<file path="src/rtl/clk_gen81_if.sv">
// rtl/clk_gen81_if.sv - divider control/write port and divided clock bus.
interface clk_gen81_if #(
  parameter int DIV_W = 8
);
  logic [7:0]       i_en;
  logic             i_wr;
  logic [2:0]       i_addr;
  logic [DIV_W-1:0] i_div;
  logic             i_sync;
  logic [7:0]       o_clk;
  logic [7:0]       o_pend;

  modport master (
    output i_en, i_wr, i_addr, i_div, i_sync,
    input  o_clk, o_pend
  );

  modport slave (
    input  i_en, i_wr, i_addr, i_div, i_sync,
    output o_clk, o_pend
  );
endinterface

</file>
<file path="src/rtl/clk_gen81.sv">
// rtl/clk_gen81.sv - eight-channel 50%-duty programmable clock divider.
// Optional phase-align on i_sync when CLK_GEN81_SYNC_EN is defined.
module clk_gen81 #(
  parameter int DIV_W   = 8,
  parameter int DEF_DIV = 0
) (
  input  logic        i_clk,
  input  logic        i_rst_n,
  clk_gen81_if.slave  bus
);
  localparam logic [DIV_W-1:0] DEF = DIV_W'(DEF_DIV);

  typedef enum logic {IDLE, RUN} state_t;

  state_t           state_q [8];
  state_t           state_d [8];
  logic [DIV_W-1:0] cnt_q   [8];
  logic [DIV_W-1:0] cnt_d   [8];
  logic [DIV_W-1:0] div_q   [8];
  logic [DIV_W-1:0] div_d   [8];
  logic [DIV_W-1:0] pdiv_q  [8];
  logic [DIV_W-1:0] pdiv_d  [8];
  logic [7:0]       clk_q, clk_d;
  logic [7:0]       pend_q, pend_d;
  logic [7:0]       stop_q, stop_d;
  logic [7:0]       apply;

`ifndef CLK_GEN81_SYNC_EN
  logic unused_sync;
  assign unused_sync = bus.i_sync;
`endif

  always_comb begin
    clk_d  = clk_q;
    pend_d = pend_q;
    stop_d = stop_q;
    apply  = '0;
    for (int k = 0; k < 8; k++) begin
      state_d[k] = state_q[k];
      cnt_d[k]   = cnt_q[k];
      div_d[k]   = div_q[k];
      pdiv_d[k]  = pdiv_q[k];
      case (state_q[k])
        IDLE: begin
          cnt_d[k]  = '0;
          clk_d[k]  = 1'b0;
          stop_d[k] = 1'b0;
          apply[k]  = 1'b1;
          if (bus.i_en[k]) state_d[k] = RUN;
        end
        default: begin
          if (!bus.i_en[k]) stop_d[k] = 1'b1;
          if (cnt_q[k] == div_q[k]) begin
            cnt_d[k] = '0;
            clk_d[k] = ~clk_q[k];
            // High-to-low toggle closes a full period: safe point to stop or retune.
            if (clk_q[k]) begin
              apply[k] = 1'b1;
              if (stop_q[k] || !bus.i_en[k]) begin
                state_d[k] = IDLE;
                stop_d[k]  = 1'b0;
              end
            end
          end else begin
            cnt_d[k] = cnt_q[k] + DIV_W'(1);
          end
        end
      endcase
`ifdef CLK_GEN81_SYNC_EN
      if (bus.i_sync) begin
        apply[k] = 1'b1;
        if (state_q[k] == RUN) begin
          cnt_d[k] = '0;
          clk_d[k] = 1'b0;
        end
      end
`endif
      if (apply[k]) begin
        div_d[k]  = pdiv_q[k];
        pend_d[k] = 1'b0;
      end
      // A write in the apply cycle is held for the next boundary.
      if (bus.i_wr && bus.i_addr == 3'(k)) begin
        pdiv_d[k] = bus.i_div;
        pend_d[k] = 1'b1;
      end
    end
  end

  always_ff @(posedge i_clk or negedge i_rst_n) begin
    if (!i_rst_n) begin
      clk_q  <= '0;
      pend_q <= '0;
      stop_q <= '0;
      for (int k = 0; k < 8; k++) begin
        state_q[k] <= IDLE;
        cnt_q[k]   <= '0;
        div_q[k]   <= DEF;
        pdiv_q[k]  <= DEF;
      end
    end else begin
      clk_q  <= clk_d;
      pend_q <= pend_d;
      stop_q <= stop_d;
      for (int k = 0; k < 8; k++) begin
        state_q[k] <= state_d[k];
        cnt_q[k]   <= cnt_d[k];
        div_q[k]   <= div_d[k];
        pdiv_q[k]  <= pdiv_d[k];
      end
    end
  end

  assign bus.o_clk  = clk_q;
  assign bus.o_pend = pend_q;
endmodule

</file>
<file path="src/flat_wrapper.sv">
// flat-port wrapper written by rule: the top's interface ports become plain ports
module clk_gen81_flat 
#(
  parameter int DIV_W   = 8,
  parameter int DEF_DIV = 0
)
  (i_clk, i_rst_n, bus_i_en, bus_i_wr, bus_i_addr, bus_i_div, bus_i_sync, bus_o_clk, bus_o_pend);
  clk_gen81_if #(.DIV_W(DIV_W)) bus_i ();
  input  logic i_clk;
  input  logic i_rst_n;
  input wire logic [$bits(bus_i.i_en)-1:0] bus_i_en;
  input wire logic [$bits(bus_i.i_wr)-1:0] bus_i_wr;
  input wire logic [$bits(bus_i.i_addr)-1:0] bus_i_addr;
  input wire logic [$bits(bus_i.i_div)-1:0] bus_i_div;
  input wire logic [$bits(bus_i.i_sync)-1:0] bus_i_sync;
  output wire logic [$bits(bus_i.o_clk)-1:0] bus_o_clk;
  output wire logic [$bits(bus_i.o_pend)-1:0] bus_o_pend;
  assign bus_i.i_en = bus_i_en;
  assign bus_i.i_wr = bus_i_wr;
  assign bus_i.i_addr = bus_i_addr;
  assign bus_i.i_div = bus_i_div;
  assign bus_i.i_sync = bus_i_sync;
  assign bus_o_clk = bus_i.o_clk;
  assign bus_o_pend = bus_i.o_pend;
  clk_gen81 #(.DIV_W(DIV_W), .DEF_DIV(DEF_DIV)) u_core (.i_clk(i_clk), .i_rst_n(i_rst_n), .bus(bus_i));
endmodule
</file>
<file path="config.mk">
export PLATFORM = sky130hd
export DESIGN_NAME = clk_gen81_flat
export DESIGN_NICKNAME = d
export VERILOG_FILES = /design/src/rtl/clk_gen81_if.sv /design/src/rtl/clk_gen81.sv /design/src/flat_wrapper.sv
export SDC_FILE = /design/constraint.sdc
export NUM_CORES = 1
export LEC_CHECK = 0
export ABC_AREA = 1
export BUFFER_PORTS_ARGS = -buffer_cell sky130_fd_sc_hd__buf_2
export CAP_MARGIN = 5
export CORE_ASPECT_RATIO = 2
export CORE_MARGIN = 8
export CORE_UTILIZATION = 43
export DETAILED_ROUTE_END_ITERATION = 8
export HOLD_SLACK_MARGIN = 0.12
export SETUP_SLACK_MARGIN = 0.02
export SLEW_MARGIN = 30
export SYNTH_ARGS = -nofsm -noshare
export SYNTH_HDL_FRONTEND = slang
export SYNTH_SLANG_ARGS = --single-unit
</file>
<file path="constraint.sdc">
create_clock -name i_clk -period 1.4 [get_ports i_clk]
set_input_delay 0.28 -clock i_clk [delete_from_list [all_inputs] [get_ports i_clk]]
set_output_delay 0.28 -clock i_clk [all_outputs]
set_load 0.01 [all_outputs]
</file>
Word-level counts from Yosys, hierarchy flattened --
Index checks and enable logic that the tools add are counted.
Cells by class: add/sub/neg operators 8, eq/ne operators 23, multiplexer cells 152, bitwise logic cells 8, reduce and logical (&&, ||, !) cells 33
Operators with widths (count):
- $mux 1 | 136
- $mux 8 | 16
- $add 8x1->8 const B | 8
- $eq 8x8->1 | 8
- $ne 2x2->1 const B | 8
- $reduce_bool 2->1 | 8
- $eq 3x3->1 const B | 4
- $logic_and 1x1->1 | 8
- $logic_not 1->1 | 8
- $logic_or 1x1->1 | 8
- $not 1->1 | 8
- $eq 3x2->1 const B | 2
- $eq 3x1->1 const B | 1
- $logic_not 3->1 | 1
Storage, ports and cells: register bits 224, input port bits 23, output and inout bits 16

Logic depth before layout (Yosys ltp) --
depth in word-level cells 6, mapped depth 10, gate-level depth less buffers 9

Least setup slack after synthesis --
Ideal clock, no wire load.
kind flip-flop to flip-flop, from register u_core.cnt_q[59] (netlist name), to register u_core.state_q[7] (netlist name), setup time 117 ps, arrival time 1202 ps, setup slack 81 ps, cell stages (with the launch flop) 9, path buffers 2, cells stage by stage dfrtp_1 -> buf_6 -> xnor2_2 -> nand2_2 -> nor2_4 -> nand3_4 -> nand2_4 -> buf_8 -> nand2_1
RTL lines:
- start: declaration | RTL line clk_gen81.sv:17 | logic [DIV_W-1:0] cnt_q [8];
- start signal: indexed assignment | RTL line clk_gen81.sv:107 | cnt_q[k] <= cnt_d[k];
- end signal: indexed assignment | RTL line clk_gen81.sv:106 | state_q[k] <= state_d[k];
- end: declaration | RTL line clk_gen81.sv:15 | state_t state_q [8];

Worst setup path in the final report --
from register u_core.cnt_q[36] (netlist name), to register u_core.div_q[36] (netlist name)
On the way: longest elaborated chain between the ends 3
Ends and longest elaborated chain:
- $eq 8x8->1 | RTL line clk_gen81.sv:53 | if (cnt_q[k] == div_q[k]) begin
- $mux 1 | RTL line clk_gen81.sv:53
- $mux 1 | RTL line clk_gen81.sv:43 | case (state_q[k])
- end signal: indexed assignment | RTL line clk_gen81.sv:108 | div_q[k] <= div_d[k];
- end: declaration | RTL line clk_gen81.sv:19 | logic [DIV_W-1:0] div_q [8];
No other way between the ends. A chain may end at the register's enable or synchronous reset.

==> flow_summary.yaml <==
sta:
  finalSetupViolCount: 9
  drv_slew: 0
  hold_viol: 0
  min_period_ns: 1.42
  slew_headroom: 0.646
  fin_setup_tns_ns: -0.123
  finClkSkew_ns: 0.00918
  tightestPinTransition_ns: 0.530
  setup_ws_ns: -0.0176
  fmax_mhz: 705
  finalCritPeriodShare: 1.01
  rsz0062_at_grt: "yes"
drt:
  wire_per_inst_um: 14.3
  dr.pass1.iters: 4
  vias: 7973
  drc: 0
  drt_iter0_drc: 390
  drtAntennaViolNets: 0
  viasPerCell: 4.88
  wl_um: 23300
worst_setup_path:
  cp-end-kind: "flip-flop"
  crit_fanout: 8
  start_kind: "flip-flop"
  cp_data_arrival_time_ns: 1.82
  startpoint: "u_core.cnt_q[36]"
  cp.required_ns: 1.80
  rr_startpoint: "u_core.cnt_q[36]"
  critical_path_class: "flip-flop to flip-flop"
layout:
  layout-drive-gt1-share: 0.271
  utilization: 0.564
  final.fill_count: 2105
  fin_area_um2: 13100
  synthToLayoutAreaGrowth_pct: 29.9
  num_antenna_cells: 0
  nets: 1367
die:
  start_util: 0.435
  rows: 79
  coreArea_um2: 23100
  num_io_pins: 39
  dieArea_um2: 28800
  dieWidth_um: 124
  dieHeight_um: 232
global_route:
  overflow: 0
  grt_max_degree: 52
  antenna_found_initial: 0
  grtUsageTotal: 0.165
  grt_pass1_wl_um: 38000
  grt_pass1_vias: 8073
synth:
  yosysTopAreaCell: "dfrtp_1"
  synth_ff_type: "dfrtp_1"
  syn_nets: 1189
  synth_top_area_share: 0.558
  netlist_instances: 1158
  synth-simple-area-share: 0.280
  ys_types: 24
  yosysWarnings: 0
  synth_xor_area_frac: 0.0522
  synthAdderAreaFrac: 0.00996
  ys_ff_latch: 224
  synthTopCellsByArea: "dfrtp_1 (56%), nand2_1 (14%), nand3_1 (5.3%)"
  synthArstFlopShare: 1.00
  synth_top_family_by_area: "simple AND/OR/NAND/NOR gates"
  yosysSeqAreaShare: 0.558
  post-synth-top-count-cell: "nand2_1"
  synth-compound-area-share: 0.0439
  synth_commonest_cells: "nand2_1 (368), dfrtp_1 (224), inv_1 (106), nand3_1 (106), nor2_1 (95)"
  syn_area_um2: 10100
  syn_avg_cell_area_um2: 8.68
  synth_edf_count: 0
  synth_mux_area_frac: 0
cts:
  cts-root-buf: "clkbuf_16"
  cts.htree.levels: 1
  cts.clk_slew.worst_paths_ns: 0.07
  clock_latency_ns: 0.51
  cts.sinks: 224
  clock_path_buffers: 3
  cts_made_buffers: 21
  cts_tree: "yes"
pwr:
  power_density_nw_per_um2: 2160
  ir_drop_uv: 1560
  p_total_mw: 28.2
  cellLeakagePower_nw: 6.59
place:
  placement.io_buffers: 37
  place.gp.congestion: 0.795
  placed_cell_area_um2: 11300
  hpwl_um: 16200
outcome:
  violations: "setup timing"
  outcome: "finished with violations"
flow_run:
  cap_violations: 0
min_path:
  hp-start: "bus_i_div[6]"
  hold_class: "input port to flip-flop"
## registers in the layout, indices dropped and copies added, names as in the netlist
name	flops
u_core.bus.o_pend	8
u_core.state_q	8
u_core.pdiv_q	64
u_core.bus.o_clk	8
u_core.div_q	64
u_core.stop_q	8
u_core.cnt_q	64
## path summary, 6_finish.rpt
kind	to	slack [ns]	depth (start not counted)
min in group asynchronous	u_core.bus.o_pend[3]	0.23	2
max	u_core.div_q[36]	-0.02	7
min reg2reg	u_core.div_q[15]	0.47	2
max in group asynchronous	u_core.state_q[6]	0.59	3
min	u_core.pdiv_q[22]	0.19	3
max reg2reg	u_core.div_q[36]	-0.02	7
## cell usage in the layout, fill, tap and decap left out, drive strengths merged, types with 23 or more instances in the layout
master  Yosys  layout
nand2     385     387
a21oi      23      23
nor2      110     110
nand3     114     116
dfrtp     224     224
nor3       31      31
xnor2      50      50
clkbuf     16      29
buf         9     167
inv       106     108
o21ai      64      64
## final cells by class
cell class / instances / area [um2] / share of cell area
inverter: 106 / 398 / 0.0305
tap: 283 / 354 / 0.0271
clock inverter: 8 / 77.6 / 0.00594
clock buffer: 29 / 626 / 0.0479
multi-input combinational: 807 / 4590 / 0.351
sequential: 224 / 5610 / 0.430
timing repair buffer: 176 / 1400 / 0.107
## per-layer routing
metal,vias up,wire [um],global-route usage
met5,-,0,0
met4,0,788,0.0629
met3,53,762,0.0207
met2,109,13400,0.314
met1,3806,8340,0.174
li1,4005,-,-
## where the power goes
group / total [mW] / leakage (nW) / switching, mW / internal [mW]
logic: 11.5 / 3.43 / 6.18 / 5.36
registers: 10.8 / 2.81 / 2.08 / 8.77
clock network: 5.81 / 0.346 / 2.49 / 3.32
total: 28.2 / 6.59 / 10.7 / 17.5
## worst max-delay path: stages, from the launching register on
cell and delay [ns]:
dfrtp_2 0.45, xnor2_2 0.18, nand2_2 0.11, nor2_4 0.18
nand3_4 0.12, buf_12 0.16, nand3_2 0.05, nand2_1 0.04
## cell families (layout without fill, tap and decap cells)
group / after synthesis / count (layout)
and+or+nand+nor: 648 / 652
AOI/OAI and AO/OA: 88 / 88
DFF: 224 / 224
xor gates and xnor gates: 59 / 59
adders and majority gates: 8 / 8
buffers and inverters: 131 / 319
## through the flow
step / instances / hold WS [ns] / setup slack, ns
global route: 1633 / 0.212 / -0.114
floorplan: 1158 / -0.0156 / 0.0806
detailed placement: 1550 / 0.180 / -0.0677
global placement: 1550 / 0.175 / -0.0547
finish: 1633 / 0.189 / -0.0176
CTS: 1605 / 0.180 / 0.00573
## repair_timing
| item | in CTS | in global routing |
|---|---|---|
| setup endpoints to repair | 125 | 150 |
| gates cloned | 1 | 6 |
| hold buffers | 9 | 0 |
| gates resized for setup | 28 | 145 |
| endpoints found under the hold margin | 240 | 0 |
| pin swaps | 3 | 77 |
| buffers inserted | 8 | 22 |
Power figures use the tool's default switching activity.
